## config.mk

```make
export PLATFORM = sky130hd
export DESIGN_NAME = mac_sequencer
export DESIGN_NICKNAME = d
export VERILOG_FILES = /design/src/rtl/mac_sequencer.sv
export SDC_FILE = /design/constraint.sdc
export NUM_CORES = 1
export LEC_CHECK = 0
export BUFFER_PORTS_ARGS = -buffer_cell sky130_fd_sc_hd__buf_2
export CAP_MARGIN = 20
export CORE_ASPECT_RATIO = 0.7
export CORE_UTILIZATION = 45
export DETAILED_ROUTE_END_ITERATION = 12
export PLACE_DENSITY = 0.91
export SLEW_MARGIN = 15
export SYNTH_ARGS = -nofsm -noshare
export SYNTH_HDL_FRONTEND = slang
export SYNTH_SLANG_ARGS = --single-unit
```

## constraint.sdc

```tcl
create_clock -name clk -period 2.5 [get_ports clk]
set_input_delay 0.25 -clock clk [delete_from_list [all_inputs] [get_ports clk]]
set_output_delay 0.25 -clock clk [all_outputs]
set_load 0.02 [all_outputs]
```

## src/rtl/mac_sequencer.sv

```systemverilog
// mac_sequencer: host-facing batch controller for a multiply/accumulate datapath.
// Loads operand pairs into two FIFOs, kicks the multiplier then the adder,
// reads the batch result from a register file and publishes it with a slot tag.
module mac_sequencer #(
  parameter int MAX_PAIRS = 8,
  parameter int TIMEOUT   = 255
) (
  input  logic        clk,
  input  logic        reset_n,
  input  logic        cmd_start,
  input  logic        in_valid,
  input  logic        in_last,
  input  logic [31:0] in_a,
  input  logic [31:0] in_b,
  output logic        in_ready,
  output logic [31:0] fifo0_in,
  output logic [31:0] fifo1_in,
  output logic        fifo0_we,
  output logic        fifo1_we,
  output logic        op_clear,
  output logic        multi_op_start,
  output logic        adder_op_start,
  input  logic        multi_op_done,
  input  logic        adder_op_done,
  input  logic [3:0]  data_count0,
  input  logic [3:0]  data_count1,
  output logic [2:0]  rAddr,
  input  logic [31:0] rData,
  output logic        res_valid,
  output logic [31:0] res_data,
  output logic [2:0]  res_slot,
  output logic        busy,
  output logic        err_timeout
);

  localparam logic [3:0] MaxPairs     = 4'(MAX_PAIRS);
  localparam logic [7:0] TimeoutLimit = 8'(TIMEOUT);

  typedef enum logic [3:0] {
    IDLE,
    CLEAR,
    LOAD,
    MUL_START,
    MUL_WAIT,
    ADD_START,
    ADD_WAIT,
    READ,
    CAPTURE
  } state_e;

  state_e      state_q;
  logic [3:0]  pair_cnt_q;
  logic [3:0]  pair_cnt_d;
  logic [7:0]  wait_cnt_q;
  logic [2:0]  res_slot_q;
  logic [2:0]  slot_out_q;
  logic [2:0]  raddr_q;
  logic [31:0] res_data_q;
  logic        res_valid_q;
  logic        busy_q;
  logic        err_q;
  logic        op_clear_q;
  logic        mul_start_q;
  logic        add_start_q;
  logic        accept;
  logic        wait_expired;

  // Operand handshake: pairs flow straight through to both FIFOs while loading.
  always_comb begin
    in_ready     = (state_q == LOAD) && (data_count0 < MaxPairs) &&
                   (data_count1 < MaxPairs) && (pair_cnt_q < MaxPairs);
    accept       = in_ready && in_valid;
    fifo0_we     = accept;
    fifo1_we     = accept;
    fifo0_in     = in_a;
    fifo1_in     = in_b;
    pair_cnt_d   = pair_cnt_q + 4'd1;
    wait_expired = (wait_cnt_q == TimeoutLimit);
  end

  // Registered outputs.
  always_comb begin
    op_clear       = op_clear_q;
    multi_op_start = mul_start_q;
    adder_op_start = add_start_q;
    rAddr          = raddr_q;
    res_valid      = res_valid_q;
    res_data       = res_data_q;
    res_slot       = slot_out_q;
    busy           = busy_q;
    err_timeout    = err_q;
  end

  // Batch FSM; one-cycle pulses are raised on the edge entering the state
  // that owns them so they are high exactly while that state is current.
  always_ff @(posedge clk or negedge reset_n) begin
    if (!reset_n) begin
      state_q     <= IDLE;
      pair_cnt_q  <= '0;
      wait_cnt_q  <= '0;
      res_slot_q  <= '0;
      slot_out_q  <= '0;
      raddr_q     <= '0;
      res_data_q  <= '0;
      res_valid_q <= 1'b0;
      busy_q      <= 1'b0;
      err_q       <= 1'b0;
      op_clear_q  <= 1'b0;
      mul_start_q <= 1'b0;
      add_start_q <= 1'b0;
    end else begin
      op_clear_q  <= 1'b0;
      mul_start_q <= 1'b0;
      add_start_q <= 1'b0;
      res_valid_q <= 1'b0;
      case (state_q)
        IDLE: begin
          if (cmd_start) begin
            state_q    <= CLEAR;
            op_clear_q <= 1'b1;
            busy_q     <= 1'b1;
          end
        end
        CLEAR: begin
          pair_cnt_q <= '0;
          err_q      <= 1'b0;
          state_q    <= LOAD;
        end
        LOAD: begin
          if (accept) begin
            pair_cnt_q <= pair_cnt_d;
            if (in_last || (pair_cnt_d == MaxPairs)) begin
              state_q     <= MUL_START;
              mul_start_q <= 1'b1;
            end
          end
        end
        MUL_START: begin
          wait_cnt_q <= '0;
          state_q    <= MUL_WAIT;
        end
        MUL_WAIT: begin
          if (multi_op_done) begin
            state_q     <= ADD_START;
            add_start_q <= 1'b1;
          end else if (wait_expired) begin
            err_q   <= 1'b1;
            busy_q  <= 1'b0;
            state_q <= IDLE;
          end else begin
            wait_cnt_q <= wait_cnt_q + 8'd1;
          end
        end
        ADD_START: begin
          wait_cnt_q <= '0;
          state_q    <= ADD_WAIT;
        end
        ADD_WAIT: begin
          if (adder_op_done) begin
            raddr_q <= res_slot_q;
            state_q <= READ;
          end else if (wait_expired) begin
            err_q   <= 1'b1;
            busy_q  <= 1'b0;
            state_q <= IDLE;
          end else begin
            wait_cnt_q <= wait_cnt_q + 8'd1;
          end
        end
        READ: begin
          // rData is sampled at the end of READ so the result is already
          // valid during CAPTURE, the cycle that reports it.
          res_data_q  <= rData;
          slot_out_q  <= res_slot_q;
          res_valid_q <= 1'b1;
          state_q     <= CAPTURE;
        end
        CAPTURE: begin
          res_slot_q <= res_slot_q + 3'd1;
          busy_q     <= 1'b0;
          state_q    <= IDLE;
        end
        default: begin
          busy_q  <= 1'b0;
          state_q <= IDLE;
        end
      endcase
    end
  end

endmodule

```

==> load_flow_metrics.sql, run 1 <==
INSERT INTO impl_metrics (metric_group, metric, value, unit) VALUES
('status', 'status', 'complete, no violations', ''),
('clock_network', 'post_cts_resized', '0', ''),
('detailed_routing', 'detail_route.wl_per_cell', '13.2', 'µm'),
('critical_path', 'reg2reg_from', 'state_q[1]', ''),
('global_route', 'grt_pass1_wl', '9670', 'µm'),
('worst_hold_path', 'worst_hold_path.endpoint', 'res_data[4]', ''),
('yosys', 'mappedNetlistNets', '454', ''),
('final_layout', 'nFillCells', '635', ''),
('flow_run', 'maxCapViolCount', '0', ''),
('global_route', 'largest_net_degree_at_the_start_of_global_routing', '43', ''),
('yosys', 'synthesis.yosys.warnings', '0', ''),
('yosys', 'synth.top_cell.area_share', '49.6', '%'),
('clock_network', 'cts_htree_levels', '3', ''),
('sta', 'timing.fmax', '499', 'MHz'),
('clock_network', 'clk_pin_slew_worst_setup_hold_paths', '80', 'ps'),
('critical_path', 'critical_path_required', '2250', 'ps'),
('yosys', 'largest_family_of_logic_cells_by_synthesized_area', 'simple AND/OR/NAND/NOR gates', ''),
('floorplanning', 'floorplan.initialDensity', '46.9', '%'),
('clock_network', 'insertion_delay', '330', 'ps'),
('critical_path', 'slowest_delay', '590', 'ps'),
('yosys', 'yosys.area_share.xor_xnor', '1.10', '%'),
('yosys', 'synth_sequential_area_ratio', '49.6', '%'),
('final_layout', 'drive_above_1_share', '30.7', '%'),
('critical_path', 'critPathMaxFanout', '10', ''),
('critical_path', 'critPathSlowestCell', 'dfrtp_1', ''),
('power_and_ir_drop', 'leakagePower', '1.87', 'nW'),
('critical_path', 'sort_of_element_at_the_start_of_the_critical_path', 'flop', ''),
('yosys', 'syn-instance-count', '340', ''),
('detailed_routing', 'drc', '0', ''),
('yosys', 'synth_most_common_cell', 'nand2_1', ''),
('placement', 'gp_congestion', '0.839', ''),
('power_and_ir_drop', 'clock_power_share', '19.1', '%'),
('yosys', 'synth_enable_flop_cells', '0', ''),
('yosys', 'asyncSetResetFlopFracSynth', '100', '%'),
('yosys', 'synth.ff_latch_count', '63', ''),
('critical_path', 'worst_r2r_path_depth', '4', ''),
('critical_path', 'crit_path_end_kind', 'output pin', ''),
('detailed_routing', 'drt_wl_total', '6140', 'µm'),
('critical_path', 'cp.arrival', '1750', 'ps'),
('floorplanning', 'die_height', '72.3', 'µm'),
('power_and_ir_drop', 'net-switching-power', '1.61', 'mW'),
('yosys', 'synth.largest_area_cell', 'dfrtp_1', ''),
('yosys', 'synthSimpleGateAreaFrac', '22.9', '%'),
('final_layout', 'final_net_count', '480', ''),
('sta', 'drv_slew', '0', ''),
('clock_network', 'cts_num_sinks', '63', ''),
('floorplanning', 'floorplan.die.width', '102', 'µm'),
('yosys', 'syn_area_per_cell', '9.35', 'µm²'),
('worst_hold_path', 'whs_path_depth', '3', ''),
('yosys', 'post_synth_num_cell_types', '42', ''),
('sta', 'maxSlewHeadroom', '58.3', '%'),
('yosys', 'synth.top_cells.by_area', 'dfrtp_1, buf_4, nand2_1, mux2_2, and3_1', ''),
('detailed_routing', 'ant_nets', '0', ''),
('critical_path', 'critical_path.cell_chain', 'nor4b_2 -> nand2_1 -> inv_1 -> buf_2', ''),
('detailed_routing', 'detailedRoute.firstIterationViolations', '99', ''),
('global_route', 'globalRouteOverflowTotal', '0', ''),
('yosys', 'yosys-mux-area-fraction', '3.07', '%'),
('global_route', 'grtUsageMet1', '20.4', '%'),
('global_route', 'via_count_of_the_first_global_routing_pass', '2124', ''),
('clock_network', 'tritoncts', 'yes', ''),
('power_and_ir_drop', 'power.density_cell_area', '1150', 'mW/mm²'),
('final_layout', 'number_of_antenna_diodes', '0', ''),
('sta', 'final-hold-violation-count', '0', ''),
('floorplanning', 'placement_rows', '25', ''),
('sta', 'finalSetupViolations', '0', ''),
('detailed_routing', 'detail_route.vias_per_cell', '5.04', ''),
('global_route', 'grt.met3_usage', '7.80', '%'),
('power_and_ir_drop', 'switching_share', '41.2', '%'),
('critical_path', 'worst-r2r-setup-slack', '700', 'ps'),
('clock_network', 'cts-root-to-sink-buffers', '2', ''),
('global_route', 'met2_usage', '26.6', '%');
## how the worst max path moves through the flow
stage                     startpoint       endpoint  slack, ps  cells after the start
after detailed placement  state_q[1]  wait_cnt_q[1]        760                      4
after floorplan           state_q[2]       in_ready        890                      4
final                     state_q[1]       fifo0_we        500                      4
after global placement    state_q[1]  wait_cnt_q[1]        800                      4
after global routing      state_q[1]       fifo1_we        330                      4
after CTS                 state_q[1]       fifo0_we        480                      4
## cell families (layout without fill, tap and decap cells)
kind of cell | Yosys count | count (layout)
DFF | 63 | 63
and+or+nand+nor | 161 | 161
AOI/OAI and AO/OA | 19 | 19
muxes | 8 | 8
xor gates and xnor gates | 4 | 4
adders and majority gates | 3 | 3
buffers and inverters | 82 | 113
## area by class of cell
class                           count  area [µm²]  area share (%)
Tap cell                           94         118            3.47
Multi-Input combinational cell    195        1030            30.4
Clock buffer                       11         131            3.87
Sequential cell                    63        1580            46.5
Inverter                            7        26.3           0.775
Timing Repair Buffer               90         473            13.9
Clock inverter                      5        35.0            1.03
## worst max-delay path: cells and delay by family, from the launching register on
family / cells / cell delay, ps
buffers and inverters: 2 / 280
AND/OR/NAND/NOR: 2 / 560
flip-flops: 1 / 590
## registers in the layout, indices dropped and copies added (netlist names)
signal and count:
adder_op_start 1, rAddr 3, res_valid 1, err_timeout 1, wait_cnt_q 8, state_q 4, res_slot_q 3, res_data 32
multi_op_start 1, res_slot 3, busy 1, op_clear 1, pair_cnt_q 4
## power by group through the flow
stage                     Clock, mW  Sequential, mW  Combinational [mW]
after CTS                     0.787            1.70                1.48
after global placement            0            1.68                1.42
after floorplan                   0            2.03               0.786
final                         0.746            1.70                1.46
after global routing          0.819            1.76                1.62
after detailed placement          0            1.70                1.47
## routing by layer
metal	share of wire [%]	up-vias
met5	0	-
met4	1.5	0
met3	7.1	10
met2	46	103
met1	46	1137
li1	-	1094
## metrics by stage
stage	worst slack [ps]	total power [mW]	std cells	instance area [µm²]	hold WS (ps)
floorplan	893	2.82	340	3180	-45.6
global placement	799	3.10	448	3220	253
detailed placement	755	3.18	448	3220	265
CTS	483	3.96	465	3390	93.0
global route	332	4.19	465	3390	104
finish	497	3.90	465	3390	115
## placed cells by master, fill, tap and decap left out, drive strengths merged, types with 2 or more instances in the layout
master | netlist | final
nand3 | 9 | 9
a31o | 2 | 2
nand4 | 4 | 4
and2 | 3 | 3
mux2 | 4 | 4
clkinv | 0 | 4
xor2 | 2 | 2
dfrtp | 63 | 63
and3 | 7 | 7
buf | 72 | 89
xnor2 | 2 | 2
ha | 3 | 3
nor3b | 4 | 4
nor2 | 4 | 4
and4 | 3 | 3
a31oi | 2 | 2
o21ai | 4 | 4
clkbuf | 3 | 11
nand2 | 116 | 116
inv | 7 | 7
a21oi | 4 | 4
nor4b | 2 | 2
mux2i | 4 | 4
nor3 | 2 | 2
or3 | 3 | 3
(Power assumes the default switching activity.)
==> run 2: changes to the inputs <==
--- a/config.mk
+++ b/config.mk
@@ -5,12 +5,13 @@
 export SDC_FILE = /design/constraint.sdc
 export NUM_CORES = 1
 export LEC_CHECK = 0
+export ABC_AREA = 1
 export BUFFER_PORTS_ARGS = -buffer_cell sky130_fd_sc_hd__buf_2
 export CAP_MARGIN = 20
 export CORE_ASPECT_RATIO = 0.7
-export CORE_UTILIZATION = 45
+export CORE_UTILIZATION = 42
 export DETAILED_ROUTE_END_ITERATION = 12
-export PLACE_DENSITY = 0.91
+export PLACE_DENSITY = 0.84
 export SLEW_MARGIN = 15
 export SYNTH_ARGS = -nofsm -noshare
 export SYNTH_HDL_FRONTEND = slang
==> constraint.sdc (replaced) <==
create_clock -name clk -period 1.85 [get_ports clk]
set_input_delay 0.185 -clock clk [delete_from_list [all_inputs] [get_ports clk]]
set_output_delay 0.185 -clock clk [all_outputs]
set_load 0.02 [all_outputs]
==> run 2 against run 1 <==
Effect of this change: first-iteration DRC count grew 59%; via count is 9.8% higher; critical path depth rose by 4; final cell count is 14% higher; core utilization decreased by 0.11 points; synthesized area rose by 5.8%; largest power group is now combinational logic; sequential share of layout area fell by 4.4 points; non-clock buffer count grew 5; flip-flop and latch count did not move.
==> load_flow_metrics.sql, run 2 <==
INSERT INTO impl_metrics (metric_group, metric, value, unit) VALUES
('status', 'status', 'complete, no violations', ''),
('placement', 'hpwl', '4860', 'µm'),
('yosys', 'yosys-mux-area-fraction', '0', '%'),
('yosys', 'synthesis.yosys.warnings', '0', ''),
('final_layout', 'layout_common_cells', 'nand2_1, buf_2, dfrtp_1', ''),
('yosys', 'synth_compound_area_share', '3.09', '%'),
('critical_path', 'cp.arrival', '1590', 'ps'),
('detailed_routing', 'first_pass_iteration_count_of_the_detailed_router', '4', ''),
('flow_run', 'maxCapViolCount', '0', ''),
('detailed_routing', 'ant_nets', '0', ''),
('worst_hold_path', 'whs_path_depth', '3', ''),
('yosys', 'post_synth_num_cell_types', '26', ''),
('power_and_ir_drop', 'power.density_cell_area', '1740', 'mW/mm²'),
('critical_path', 'worst_r2r_path_depth', '9', ''),
('yosys', 'synth_fa_ha_area_share', '1.12', '%'),
('critical_path', 'critPathKind', 'flop to output pin', ''),
('final_layout', 'final_design_area_no_fill', '0.00375', 'mm²'),
('sta', 'drv_slew', '0', ''),
('floorplanning', 'die_height', '76.9', 'µm'),
('detailed_routing', 'routed-via-count', '2573', ''),
('clock_network', 'cts-root-to-sink-buffers', '2', ''),
('clock_network', 'insertion_delay', '320', 'ps'),
('yosys', 'synth_area', '0.00336', 'mm²'),
('critical_path', 'worst-r2r-setup-slack', '340', 'ps'),
('yosys', 'ys_dominant_reg_cell', 'dfrtp_1', ''),
('yosys', 'synth_sequential_area_ratio', '46.9', '%'),
('clock_network', 'clock-root-buffer', 'clkbuf_16', ''),
('yosys', 'asyncSetResetFlopFracSynth', '100', '%'),
('yosys', 'synth.top_cells.by_area', 'dfrtp_1, nand2_1, buf_4, nand3_1, inv_1', ''),
('power_and_ir_drop', 'leakagePower', '2.09', 'nW'),
('global_route', 'largest_net_degree_at_the_start_of_global_routing', '64', ''),
('detailed_routing', 'drt_wl_total', '6860', 'µm'),
('sta', 'finalCritPeriodShare', '95.7', '%'),
('floorplanning', 'floorplan.initialDensity', '44.8', '%'),
('placement', 'gp_congestion', '0.872', ''),
('yosys', 'largest_family_of_logic_cells_by_synthesized_area', 'simple AND/OR/NAND/NOR gates', ''),
('sta', 'hold_ws', '58.5', 'ps'),
('power_and_ir_drop', 'switching_share', '41.2', '%'),
('detailed_routing', 'drc', '0', ''),
('floorplanning', 'design.portCount', '222', ''),
('placement', 'placement.io_buffers', '87', ''),
('final_layout', 'final_net_count', '543', ''),
('yosys', 'syn-instance-count', '397', ''),
('critical_path', 'reg2reg_from', 'state_q[3]', ''),
('global_route', 'via_count_of_the_first_global_routing_pass', '2519', ''),
('sta', 'setup_total_negative_slack', '0', 'ps'),
('yosys', 'mappedNetlistNets', '511', ''),
('placement', 'placement.cell_area', '0.00339', 'mm²'),
('power_and_ir_drop', 'clock_power_share', '25.9', '%'),
('power_and_ir_drop', 'post-layout-total-power', '6.54', 'mW'),
('clock_network', 'tritoncts', 'yes', ''),
('clock_network', 'cts_made_buffers', '9', ''),
('global_route', 'globalRouteOverflowTotal', '0', ''),
('yosys', 'synth.top_cell.area_share', '46.9', '%'),
('sta', 'maxSlewHeadroom', '59.1', '%'),
('worst_hold_path', 'timing.hold.worst.class', 'primary input to flop', ''),
('detailed_routing', 'detail_route.wl_per_cell', '12.9', 'µm'),
('power_and_ir_drop', 'power.ir.vdd_worst', '818', 'µV'),
('power_and_ir_drop', 'net-switching-power', '2.70', 'mW'),
('critical_path', 'critical_path_required', '1660', 'ps'),
('critical_path', 'sort_of_element_at_the_start_of_the_critical_path', 'flop', ''),
('critical_path', 'critPathMaxFanout', '7', ''),
('final_layout', 'max_reg_flops', '32', ''),
('final_layout', 'drive_above_1_share', '31.1', '%'),
('worst_hold_path', 'hold_start', 'rData[16]', ''),
('floorplanning', 'floorplan.die.width', '109', 'µm'),
('sta', 'timing.fmax', '565', 'MHz'),
('final_layout', 'layout_commonest_cell', 'nand2_1', ''),
('sta', 'timing.final.ws_setup', '79.7', 'ps'),
('clock_network', 'cts_htree_levels', '3', ''),
('floorplanning', 'die_area', '0.00838', 'mm²'),
('yosys', 'synth.largest_area_cell', 'dfrtp_1', ''),
('yosys', 'synthSimpleGateAreaFrac', '27.6', '%'),
('critical_path', 'crit_path_end_kind', 'output pin', ''),
('global_route', 'grt_pass1_wl', '11600', 'µm'),
('sta', 'layout_min_cycle_time', '1770', 'ps'),
('power_and_ir_drop', 'seqPwrFrac', '35.2', '%'),
('yosys', 'syn_area_per_cell', '8.47', 'µm²'),
('yosys', 'synth_most_common_cell', 'nand2_1', ''),
('critical_path', 'crit-reg2reg-capture', 'err_timeout', ''),
('floorplanning', 'placement_rows', '26', ''),
('global_route', 'global_route.usage.total', '17.9', '%'),
('worst_hold_path', 'worst_hold_path.endpoint', 'res_data[16]', ''),
('floorplanning', 'coreArea', '0.00751', 'mm²'),
('detailed_routing', 'detailedRoute.firstIterationViolations', '157', ''),
('sta', 'finClkSkew', '8.15', 'ps'),
('placement', 'place_ws', '301', 'ps'),
('yosys', 'synth.ff_latch_count', '63', ''),
('detailed_routing', 'detail_route.vias_per_cell', '4.84', ''),
('global_route', 'initial_antenna_violation_count', '0', ''),
('yosys', 'synth_commonest_cells', 'nand2_1, buf_4, dfrtp_1', ''),
('power_and_ir_drop', 'comb_power_share', '38.8', '%'),
('yosys', 'synth_enable_flop_cells', '0', ''),
('sta', 'finalSetupViolations', '0', ''),
('power_and_ir_drop', 'power_report.internal_total', '3.84', 'mW'),
('final_layout', 'number_of_antenna_diodes', '0', ''),
('sta', 'timing_worst_slew_pin_value', '612', 'ps'),
('yosys', 'yosys.area_share.xor_xnor', '1.56', '%'),
('final_layout', 'area_growth', '11.4', '%'),
('clock_network', 'clk_pin_slew_worst_setup_hold_paths', '60', 'ps'),
('sta', 'final-hold-violation-count', '0', ''),
('clock_network', 'cts_num_sinks', '63', '');
[run 2: cells by family (layout without fill, tap and decap cells)]
logic type,Yosys count,in the layout
and+or+nand+nor,206,206
buffers and inverters,101,138
DFF,63,63
AOI/OAI and AO/OA,18,18
xor gates and xnor gates,6,6
adders and majority gates,3,3
[run 2: worst max-delay path: stages (launching register included)]
cell and delay [ps]:
dfrtp_1 420, inv_2 110, nand2_4 70, nor2_4 120, nand2_2 90, nor2_4 160, nand2_4 90, inv_2 70
buf_4 130
[run 2: timing repair]
action                                 CTS  global route
resized for setup                        0             4
hold buffers                             1             0
endpoints found under the hold margin   63             0
buffers inserted                         0             5
setup endpoints to repair                0             2
[run 2: through the flow]
step | std cells | util, %
CTS | 527 | 49.2
global placement | 510 | 45.1
detailed placement | 510 | 45.1
global route | 532 | 49.9
floorplan | 397 | -
finish | 532 | 49.9
[run 2: worst max-delay path by stage]
stage                     from            end  slack, ps  depth (start not counted)
CTS                 state_q[3]       fifo1_we         50                          8
global placement    state_q[0]    res_slot[0]        390                          4
global route        state_q[2]       fifo1_we         -3                          8
finish              state_q[2]       fifo1_we         80                          8
detailed placement  state_q[0]  wait_cnt_q[5]        300                          7
floorplan           state_q[3]       fifo1_we        350                          8
[run 2: layout make-up]
class,instances,area [µm²]
sequential,63,1580
clock inverter,7,77.6
multi-input combinational,233,1130
timing repair buffer,95,515
inverter,27,101
fill,712,3770
clock buffer,9,225
tap,98,123
[run 2: power groups by stage]
stage	clock (mW)	sequential [mW]	combinational, mW
after global placement	0	2.29	2.41
after global routing	1.82	2.39	2.86
final	1.70	2.30	2.54
after detailed placement	0	2.31	2.52
after floorplan	0	2.77	1.51
after CTS	1.73	2.30	2.52
[run 2: routing by layer]
| layer | track usage, % | up-vias | wire, µm | part of all wire (%) |
|---|---|---|---|---|
| met5 | 0 | - | 0 | 0 |
| met4 | 5.81 | 0 | 77 | 1.1 |
| met3 | 8.76 | 9 | 679 | 9.9 |
| met2 | 27.2 | 118 | 3090 | 45 |
| met1 | 22.0 | 1227 | 3020 | 44 |
| li1 | - | 1219 | - | - |
